<file path="src/rtl/frame_tx_arbiter.sv">
// frame_tx_arbiter: round-robin scheduler framing two payload sources onto one UART TX byte stream.
module frame_tx_arbiter #(
  parameter logic [7:0] SYNC_A = 8'h55,
  parameter logic [7:0] SYNC_B = 8'hAA,
  parameter int GAP_CYCLES = 2
) (
  input  logic       clock,
  input  logic       reset,
  input  logic       req0,
  input  logic       req1,
  input  logic [7:0] len0,
  input  logic [7:0] len1,
  input  logic [7:0] data0,
  input  logic [7:0] data1,
  output logic       pop0,
  output logic       pop1,
  output logic       grant0,
  output logic       grant1,
  output logic [7:0] tx_data,
  output logic       tx_valid,
  input  logic       tx_ready,
  output logic       busy,
  output logic       owner
);
  typedef enum logic [2:0] {IDLE, SYNC1, SYNC2, LEN, DATA, GAP} state_t;
  localparam state_t DONE_ST = (GAP_CYCLES == 0) ? IDLE : GAP;
  localparam logic [7:0] GAP_LOAD = 8'(GAP_CYCLES - 1);
  state_t state_q, state_d;
  logic [7:0] tx_data_q, tx_data_d, len_q, len_d, cnt_q, cnt_d, gap_q, gap_d, data_sel;
  logic tx_valid_q, tx_valid_d, busy_q, busy_d, owner_q, owner_d, last_q, last_d;
  logic sel, xfer, pop;
  logic [1:0] grant_q, grant_d;
  always_comb begin
    state_d = state_q;
    tx_data_d = tx_data_q;
    tx_valid_d = tx_valid_q;
    grant_d = 2'b00;
    owner_d = owner_q;
    last_d = last_q;
    len_d = len_q;
    cnt_d = cnt_q;
    gap_d = gap_q;
    pop = 1'b0;
    xfer = tx_valid_q & tx_ready;
    sel = (req0 & req1) ? ~last_q : req1;
    data_sel = owner_q ? data1 : data0;
    case (state_q)
      IDLE: if (req0 | req1) begin
        grant_d = sel ? 2'b10 : 2'b01;
        owner_d = sel;
        last_d = sel;
        len_d = sel ? len1 : len0;
        tx_data_d = SYNC_A;
        tx_valid_d = 1'b1;
        state_d = SYNC1;
      end
      SYNC1: if (xfer) begin
        tx_data_d = SYNC_B;
        state_d = SYNC2;
      end
      SYNC2: if (xfer) begin
        tx_data_d = len_q;
        state_d = LEN;
      end
      // LEN and DATA share the "last byte?" decision; cnt loads from len_q so L=255 never wraps
      LEN, DATA: if (xfer) begin
        if ((state_q == LEN) ? (len_q == 8'd0) : (cnt_q == 8'd1)) begin
          tx_valid_d = 1'b0;
          gap_d = GAP_LOAD;
          state_d = DONE_ST;
        end else begin
          tx_data_d = data_sel;
          pop = 1'b1;
          cnt_d = (state_q == LEN) ? len_q : cnt_q - 8'd1;
          state_d = DATA;
        end
      end
      GAP: if (gap_q == 8'd0) state_d = IDLE;
           else gap_d = gap_q - 8'd1;
      default: state_d = IDLE;
    endcase
    busy_d = state_d != IDLE;
  end
  always_ff @(posedge clock) begin
    if (reset) begin
      state_q <= IDLE;
      tx_data_q <= 8'h00;
      tx_valid_q <= 1'b0;
      grant_q <= 2'b00;
      busy_q <= 1'b0;
      owner_q <= 1'b0;
      last_q <= 1'b1;
      len_q <= 8'h00;
      cnt_q <= 8'h00;
      gap_q <= 8'h00;
    end else begin
      state_q <= state_d;
      tx_data_q <= tx_data_d;
      tx_valid_q <= tx_valid_d;
      grant_q <= grant_d;
      busy_q <= busy_d;
      owner_q <= owner_d;
      last_q <= last_d;
      len_q <= len_d;
      cnt_q <= cnt_d;
      gap_q <= gap_d;
    end
  end
  assign pop0 = pop & ~owner_q & ~reset;
  assign pop1 = pop & owner_q & ~reset;
  assign grant0 = grant_q[0];
  assign grant1 = grant_q[1];
  assign tx_data = tx_data_q;
  assign tx_valid = tx_valid_q;
  assign busy = busy_q;
  assign owner = owner_q;
endmodule

</file>
<file path="config.mk">
export PLATFORM = sky130hd
export DESIGN_NAME = frame_tx_arbiter
export DESIGN_NICKNAME = d
export VERILOG_FILES = /design/src/rtl/frame_tx_arbiter.sv
export SDC_FILE = /design/constraint.sdc
export NUM_CORES = 1
export LEC_CHECK = 0
export ABC_AREA = 1
export BUFFER_PORTS_ARGS = -buffer_cell sky130_fd_sc_hd__buf_2
export CORE_MARGIN = 2
export CORE_UTILIZATION = 59
export DETAILED_ROUTE_END_ITERATION = 12
export HOLD_SLACK_MARGIN = 0.08
export PLACE_DENSITY_LB_ADDON = 0.05
export RECOVER_POWER = 50
export SETUP_SLACK_MARGIN = 0.1
export SYNTH_ARGS = -nofsm -noshare
export SYNTH_HDL_FRONTEND = slang
export SYNTH_SLANG_ARGS = --single-unit
</file>
<file path="constraint.sdc">
create_clock -name clock -period 3.7 [get_ports clock]
set_input_delay 0.925 -clock clock [delete_from_list [all_inputs] [get_ports clock]]
set_output_delay 0.925 -clock clock [all_outputs]
set_load 0.02 [all_outputs]
</file>
==> results.md, run 1 <==
| Stage | Item | Reported |
|---|---|---|
| outcome | Run status | complete, no violations |
| placed design | Detailed placement HPWL | 4270 µm |
| route | Post-route antenna net violation count | 0 |
| power and ir drop | Part of the power in registers | 0.427 |
| timing | Count of endpoints failing hold in the final timing report | 0 |
| synth | Synthesized-area fraction occupied by ao, oa, aoi and oai cells | 0.162 |
| global routing | Global-route wire length before repair | 9740 µm |
| critical path | Endpoint kind of the worst setup timing path | output port |
| finish | Number of cells in the finished layout apart from fillers | 484 |
| timing | Final count of negative-setup-slack endpoints | 0 |
| finish | Ratio of cells with drive above 1 in the final layout | 0.154 |
| critical path | Max Fanout on Critical Path | 16 |
| finish | Area growth from synthesis to layout | 14.8% |
| synth | Most numerous cell in the Yosys netlist | sky130_fd_sc_hd__nand2_1 |
| floorplanning | Width of the die | 68.9 µm |
| clock tree | Number of CTS-inserted buffers | 5 |
| timing | Slew headroom | 0.577 |
| power and ir drop | Part of the total power dissipated in the clock network | 0.363 |
| power and ir drop | Net switching power figure | 361 µW |
| min path | Hold Crit Class | reg -> reg |
| route | Number of remaining DRC errors | 0 |
| critical path | Critical path startpoint | state_q[1] |
| clock tree | H-tree depth | 2 |
| global routing | Global route hottest layer | met2 |
| flow run | Max-Cap Viols | 0 |
| synth | Biggest area contributors in the synthesized netlist | sky130_fd_sc_hd__dfxtp_1 (33%), sky130_fd_sc_hd__nand2_1 (18%), sky130_fd_sc_hd__a21oi_1 (8.5%) |
| synth | Yosys Warn Count | 0 |
| power and ir drop | Switching part of the total | 0.302 |
| synth | Avg Synthesized Cell Area | 6.49 µm² |
| floorplanning | Vertical die dimension | 68.9 µm |
| route | Total routed wirelength | 6010 µm |
| critical path | End of the critical path | pop1 |
| timing | Fin Setup TNS | 0 ns |
| clock tree | Max clock buf depth | 2 |
| synth | Area share of the leading cell type in the synthesized netlist | 0.330 |
| clock tree | Hold-fix buffers at CTS | 0 |
| synth | Number of distinct standard cells referenced by the synthesized netlist | 34 |
| timing | Share of the clock period used by the worst path | 0.876 |
| floorplanning | Placeable core area | 4030 µm² |
| critical path | Required arrival time at the worst endpoint | 2.77 ns |
| global routing | Number of antenna violations at the first check in global routing | 0 |
| synth | Synthesized netlist net count | 423 |
| critical path | Startpoint of the worst register-to-register path | state_q[1] |
| global routing | Met2 track utilization from global routing | 0.464 |
| global routing | Pin count of the biggest net entering global routing | 25 |
| route | First-pass iteration count of the detailed router | 5 |
| critical path | Critical Path Start Type | flop |
| synth | Cell types with the highest counts after synthesis | sky130_fd_sc_hd__nand2_1 (116), sky130_fd_sc_hd__nor2_1 (49), sky130_fd_sc_hd__a21oi_1 (42) |
| synth | Main synth FF type | sky130_fd_sc_hd__dfxtp_1 |
| floorplanning | Initial Util | 0.617 |
| timing | Setup repair after global routing missed its margin | false |
| power and ir drop | Internal Dissipation | 834 µW |
| finish | Number of filler cells placed in the layout | 376 |
| synth | Count of state elements after synthesis | 41 |
| power and ir drop | Static leakage power | 1.38 nW |
| global routing | Fraction of met3 tracks used by global routing | 0.0519 |
| critical path | Highest cell delay on the worst timing path | 0.40 ns |
| synth | Library cell with the largest summed area after synthesis | sky130_fd_sc_hd__dfxtp_1 |
| placed design | # placed instances | 476 |
| floorplanning | # IOs | 52 |
| synth | Arithmetic-cell share of the synthesized area counting full adders, half adders and majority gates | 0.0151 |
| synth | Fraction of registers with async set or reset after synthesis | 0 |
| critical path | R2R cell count | 9 |
| finish | Antenna diode count | 0 |
| synth | Number of synthesized flops with an enable pin | 0 |
| clock tree | CTS root buf | sky130_fd_sc_hd__clkbuf_8 |
| global routing | Vias in the first global route | 2215 |
| power and ir drop | Pwr/cell area | 418 nW/µm² |
| synth | Register area share after synthesis | 0.330 |
| timing | Min Clock Period, post-route | 3.24 ns |
| timing | Highest attainable clock frequency | 309 MHz |
| critical path | Cells along the critical path | inv_1 > nand2_1 > o21ai_4 > nand3_1 > nor2_4 > nand2_1 > nor2_1 > buf_2 |
| synth | Area of the mapped netlist | 2490 µm² |
| power and ir drop | Power after layout | 1.19 mW |
| power and ir drop | Logic pwr share | 0.210 |
| route | Vias | 2580 |
| placed design | Placer Congestion | 0.857 |
| synth | Post-synthesis mux area share | 0 |
| clock tree | Clk sinks | 41 |
| timing | Least-Margin Pin Slew | 0.633 ns |
| synth | Synthesized instance count | 383 |
| clock tree | Number of instances resized during post-cts repair | 0 |
| critical path | FF-to-FF setup slack | 1.47 ns |
| critical path | Crit path arrival time | 2.32 ns |
| clock tree | TritonCTS clock tree | yes |
| finish | Final #Nets | 473 |
| timing | Maximum clock skew at final layout | 0.00341 ns |
| route | Routed length per placed instance | 12.4 µm |
| global routing | Global router's overall resource usage | 0.275 |
| synth | Synth Area in XOR/XNOR | 0.0176 |
| route | Via-per-instance ratio | 5.33 |
| clock tree | Clock transition at the registers of the reported paths | 0.08 ns |
| floorplanning | Overall die area | 4750 µm² |
| timing | Final Max Slew Viols | 0 |
| finish | Final cell utilization of the core | 0.709 |
| route | Number of DRC violations after detailed-routing iteration 0 | 157 |
| clock tree | Post-CTS setup buffers | 0 |
| placed design | DP Worst Slack | 0.929 ns |
| synth | Synth Area in Simple Gates | 0.402 |
| timing | Least setup slack across all paths after layout | 0.459 ns |
| placed design | Port Buffers | 51 |
| critical path | Reg-to-Reg End | state_q[0] |
| global routing | GRT met1 Usage | 0.344 |
| power and ir drop | VDD IR max | 288 µV |
| global routing | Final global-route overflow total | 0 |
| clock tree | Worst-skew pair later-pin latency | 0.30 ns |
| synth | Dominant combinational cell family by area after synthesis | simple AND/OR/NAND/NOR gates |
| critical path | CP max stage cell | sky130_fd_sc_hd__o21ai_4 |
| floorplanning | Count of standard-cell rows | 23 |
| critical path | Crit-path most repeated cell | sky130_fd_sc_hd__nand2_1 |
| critical path | WS Path Type | reg -> out |
state kept, by name, indices dropped and copies added, names as in the netlist, 2 cells and up:
name	cells
grant_q	2
state_q	3
gap_q	8
tx_data	8
len_q	8
cnt_q	8
layout by cell type, fill, tap and decap left out, types with 4 or more instances in the layout:
master	synthesis	final
sky130_fd_sc_hd__buf_2	2	38
sky130_fd_sc_hd__clkbuf_8	0	5
sky130_fd_sc_hd__o21ai_0	23	23
sky130_fd_sc_hd__nand3_1	26	27
sky130_fd_sc_hd__nand2_1	116	117
sky130_fd_sc_hd__dfxtp_1	41	41
sky130_fd_sc_hd__nor2_1	49	50
sky130_fd_sc_hd__nor2_4	5	4
sky130_fd_sc_hd__inv_1	29	29
sky130_fd_sc_hd__a21oi_1	42	42
sky130_fd_sc_hd__nand4_1	4	4
sky130_fd_sc_hd__nand3b_1	4	4
sky130_fd_sc_hd__clkbuf_1	4	13
cell families (layout without fill, tap and decap cells):
family | after synthesis | in the layout
AND/OR/NAND/NOR | 218 | 218
AO/OA/AOI/OAI | 74 | 74
buffers and inverters | 42 | 93
flip-flops | 41 | 41
XOR/XNOR | 5 | 5
adder cells (fa/ha/maj) | 3 | 3
worst max-delay path, delay by kind of cell, from the launching register on:
family	cells	cell delay (ns)
AND/OR/NAND/NOR	5	0.93
AO/OA/AOI/OAI	1	0.40
buffers and inverters	2	0.32
flip-flops	1	0.36
through the flow:
stage | hold slack [ns] | cell area [µm²]
final | 0.480 | 2860
after global placement | 0.445 | 2750
after floorplan | 0.429 | 2490
after detailed placement | 0.445 | 2750
after global routing | 0.510 | 2860
after CTS | 0.477 | 2890
final cells by class:
type | instances | area [µm²] | area share
tap | 50 | 62.6 | 0.0219
inverter | 33 | 124 | 0.0434
timing repair buffer | 52 | 246 | 0.0863
sequential | 41 | 821 | 0.287
clock inverter | 3 | 65.1 | 0.0228
multi-input combinational | 300 | 1470 | 0.514
clock buffer | 5 | 68.8 | 0.0241
worst min-delay path by stage:
stage	startpoint	endpoint	slack (ns)	cells after the start
after floorplan	last_q	last_q	0.43	2
after global placement	last_q	last_q	0.44	2
after detailed placement	last_q	last_q	0.45	2
after CTS	last_q	last_q	0.48	2
after global routing	last_q	last_q	0.51	2
final	last_q	last_q	0.48	2
power by group through the flow:
| stage | registers, mW | clock network, mW | logic [mW] |
|---|---|---|---|
| after floorplan | 0.536 | 0 | 0.169 |
| after global placement | 0.518 | 0 | 0.254 |
| after detailed placement | 0.519 | 0 | 0.257 |
| after CTS | 0.509 | 0.437 | 0.259 |
| after global routing | 0.514 | 0.454 | 0.286 |
| final | 0.510 | 0.433 | 0.251 |
layer usage:
metal | wire length, µm | share of wire
met1 | 2810 | 0.47
met3 | 281 | 0.047
met5 | 0 | 0
met4 | 138 | 0.023
met2 | 2780 | 0.46
No activity file was read; power rests on OpenSTA's default activity.
==> run 2: changes to the inputs <==
--- a/config.mk
+++ b/config.mk
@@ -11,7 +11,7 @@
 export CORE_UTILIZATION = 59
 export DETAILED_ROUTE_END_ITERATION = 12
 export HOLD_SLACK_MARGIN = 0.08
-export PLACE_DENSITY_LB_ADDON = 0.05
+export PLACE_DENSITY = 0.82
 export RECOVER_POWER = 50
 export SETUP_SLACK_MARGIN = 0.1
 export SYNTH_ARGS = -nofsm -noshare
==> run 2 against run 1 <==
Total power is 8.6% lower. Setup slack worse by 0.022 ns. First-iteration DRC count is 18% higher. Register-to-register slack better by 0.06 ns.
==> results.md, run 2 (same netlist as run 1, synthesis figures left out) <==
| Stage | Item | Reported |
|---|---|---|
| power and ir drop | Internal Dissipation | 736 µW |
| clock tree | TritonCTS clock tree | yes |
| route | Via-per-instance ratio | 5.39 |
| clock tree | Max clock buf depth | 2 |
| power and ir drop | Part of the total power dissipated in the clock network | 0.299 |
| critical path | FF-to-FF setup slack | 1.53 ns |
| clock tree | Hold-fix buffers at CTS | 0 |
| finish | Final cell utilization of the core | 0.703 |
| clock tree | Post-CTS setup buffers | 0 |
| global routing | Vias in the first global route | 2358 |
| route | Routed length per placed instance | 12.7 µm |
| placed design | Detailed placement HPWL | 4560 µm |
| global routing | Final global-route overflow total | 0 |
| timing | Maximum clock skew at final layout | 0.0101 ns |
| critical path | Critical path startpoint | state_q[1] |
| floorplanning | Overall die area | 4750 µm² |
| floorplanning | Initial Util | 0.617 |
| route | First-pass iteration count of the detailed router | 6 |
| global routing | Global router's overall resource usage | 0.289 |
| floorplanning | # IOs | 52 |
| clock tree | Clk sinks | 41 |
| power and ir drop | Switching part of the total | 0.326 |
| clock tree | Clock transition at the registers of the reported paths | 0.08 ns |
| power and ir drop | VDD IR max | 294 µV |
| timing | Slew headroom | 0.642 |
| placed design | Port Buffers | 51 |
| timing | Share of the clock period used by the worst path | 0.882 |
| power and ir drop | Part of the power in registers | 0.464 |
| critical path | Required arrival time at the worst endpoint | 2.77 ns |
| floorplanning | Placeable core area | 4030 µm² |
| critical path | WS Path Type | reg -> out |
| finish | Ratio of cells with drive above 1 in the final layout | 0.161 |
| route | Post-route antenna net violation count | 0 |
| power and ir drop | Pwr/cell area | 385 nW/µm² |
| global routing | Pin count of the biggest net entering global routing | 26 |
| critical path | End of the critical path | pop1 |
| floorplanning | Count of standard-cell rows | 23 |
| timing | Final count of negative-setup-slack endpoints | 0 |
| timing | Hold slack | 0.481 ns |
| global routing | GRT met1 Usage | 0.364 |
| timing | Final Max Slew Viols | 0 |
| finish | Top library cells by usage in the layout, fill and taps aside | sky130_fd_sc_hd__nand2_1 (116), sky130_fd_sc_hd__nor2_1 (50), sky130_fd_sc_hd__a21oi_1 (42) |
| power and ir drop | Power after layout | 1.09 mW |
| floorplanning | Width of the die | 68.9 µm |
| clock tree | Worst-skew pair later-pin latency | 0.30 ns |
| floorplanning | Vertical die dimension | 68.9 µm |
| timing | Setup repair after global routing missed its margin | false |
| power and ir drop | Logic pwr share | 0.237 |
| clock tree | Number of CTS-inserted buffers | 5 |
| critical path | R2R cell count | 11 |
| outcome | Run status | complete, no violations |
| power and ir drop | Static leakage power | 1.38 nW |
| clock tree | CTS root buf | sky130_fd_sc_hd__clkbuf_8 |
| clock tree | Number of instances resized during post-cts repair | 0 |
| finish | Layout Cell Area excl Fill | 2830 µm² |
| critical path | Reg-to-Reg End | busy |
| placed design | Placer Congestion | 0.902 |
| timing | Fin Setup TNS | 0 ns |
| route | Number of remaining DRC errors | 0 |
| timing | Highest attainable clock frequency | 306 MHz |
| clock tree | H-tree depth | 2 |
| critical path | Endpoint kind of the worst setup timing path | output port |
| power and ir drop | Net switching power figure | 356 µW |
| min path | Hold Crit Class | reg -> reg |
| timing | Count of endpoints failing hold in the final timing report | 0 |
| route | Vias | 2615 |
| finish | Area growth from synthesis to layout | 14.0% |
| route | Number of DRC violations after detailed-routing iteration 0 | 185 |
| global routing | Global-route wire length before repair | 10300 µm |
| finish | Final #Nets | 474 |
| global routing | Global route hottest layer | met2 |
| finish | Antenna diode count | 0 |
| global routing | Number of antenna violations at the first check in global routing | 0 |
| global routing | Fraction of met3 tracks used by global routing | 0.0552 |
| placed design | Instance area after placement | 2760 µm² |
| route | Total routed wirelength | 6170 µm |
| global routing | Met2 track utilization from global routing | 0.505 |
| timing | Min Clock Period, post-route | 3.26 ns |
| flow run | Max-Cap Viols | 0 |
| critical path | Startpoint of the worst register-to-register path | state_q[1] |
| critical path | Critical Path Start Type | flop |
| critical path | Crit path arrival time | 2.34 ns |
| critical path | Max Fanout on Critical Path | 16 |
| timing | Least-Margin Pin Slew | 0.534 ns |
| finish | Most common cell after layout, fill and taps aside | sky130_fd_sc_hd__nand2_1 |
## run 2: cell count changes in the layout (fill, tap and decap cells not counted)
cell,delta
sky130_fd_sc_hd__buf_2,+1
sky130_fd_sc_hd__clkbuf_1,-1
sky130_fd_sc_hd__nand2_1,-1
sky130_fd_sc_hd__clkbuf_8,+2
sky130_fd_sc_hd__buf_4,+1
sky130_fd_sc_hd__nand2_2,+1
sky130_fd_sc_hd__bufinv_16,-2
## run 2: layout make-up
type	count	area, µm²
Fill cell	374	1190
Tap cell	50	62.6
Sequential cell	41	821
Multi-Input combinational cell	300	1470
Clock buffer	7	96.3
Clock inverter	1	5.00
Timing Repair Buffer	53	255
Inverter	33	124
## run 2: worst max-delay path, cell delays in order (launching register included)
cell,delay (ns)
sky130_fd_sc_hd__dfxtp_1,0.35
sky130_fd_sc_hd__inv_1,0.15
sky130_fd_sc_hd__nand2_1,0.14
sky130_fd_sc_hd__o21ai_4,0.43
sky130_fd_sc_hd__nand3_1,0.33
sky130_fd_sc_hd__nor2_4,0.23
sky130_fd_sc_hd__nand2_1,0.09
sky130_fd_sc_hd__nor2_1,0.12
sky130_fd_sc_hd__buf_2,0.19
## run 2: how the worst min path moves through the flow
stage	start	to	slack [ns]	depth (start not counted)
global route	last_q	last_q	0.50	2
floorplan	last_q	last_q	0.43	2
CTS	last_q	last_q	0.48	2
global placement	last_q	last_q	0.46	2
detailed placement	last_q	last_q	0.46	2
finish	last_q	last_q	0.48	2
## run 2: metal layers
layer / wire [µm] / vias up
met5: 0 / -
met4: 109 / 0
met3: 299 / 11
met2: 2980 / 79
met1: 2770 / 1175
li1: - / 1350
## run 2: per-stage QoR
stage / setup slack, ns / cells
finish: 0.437 / 485
global route: 0.217 / 485
CTS: 0.568 / 485
detailed placement: 0.901 / 477
global placement: 0.904 / 477
floorplan: 0.959 / 383
## run 2: power by group through the flow
stage          Clock [mW]  Sequential, mW  Combinational (mW)
6_report            0.327           0.507               0.258
5_1_grt             0.348           0.511               0.292
4_1_cts             0.331           0.505               0.265
3_5_place_dp            0           0.515               0.263
3_3_place_gp            0           0.513               0.258
2_1_floorplan           0           0.536               0.169
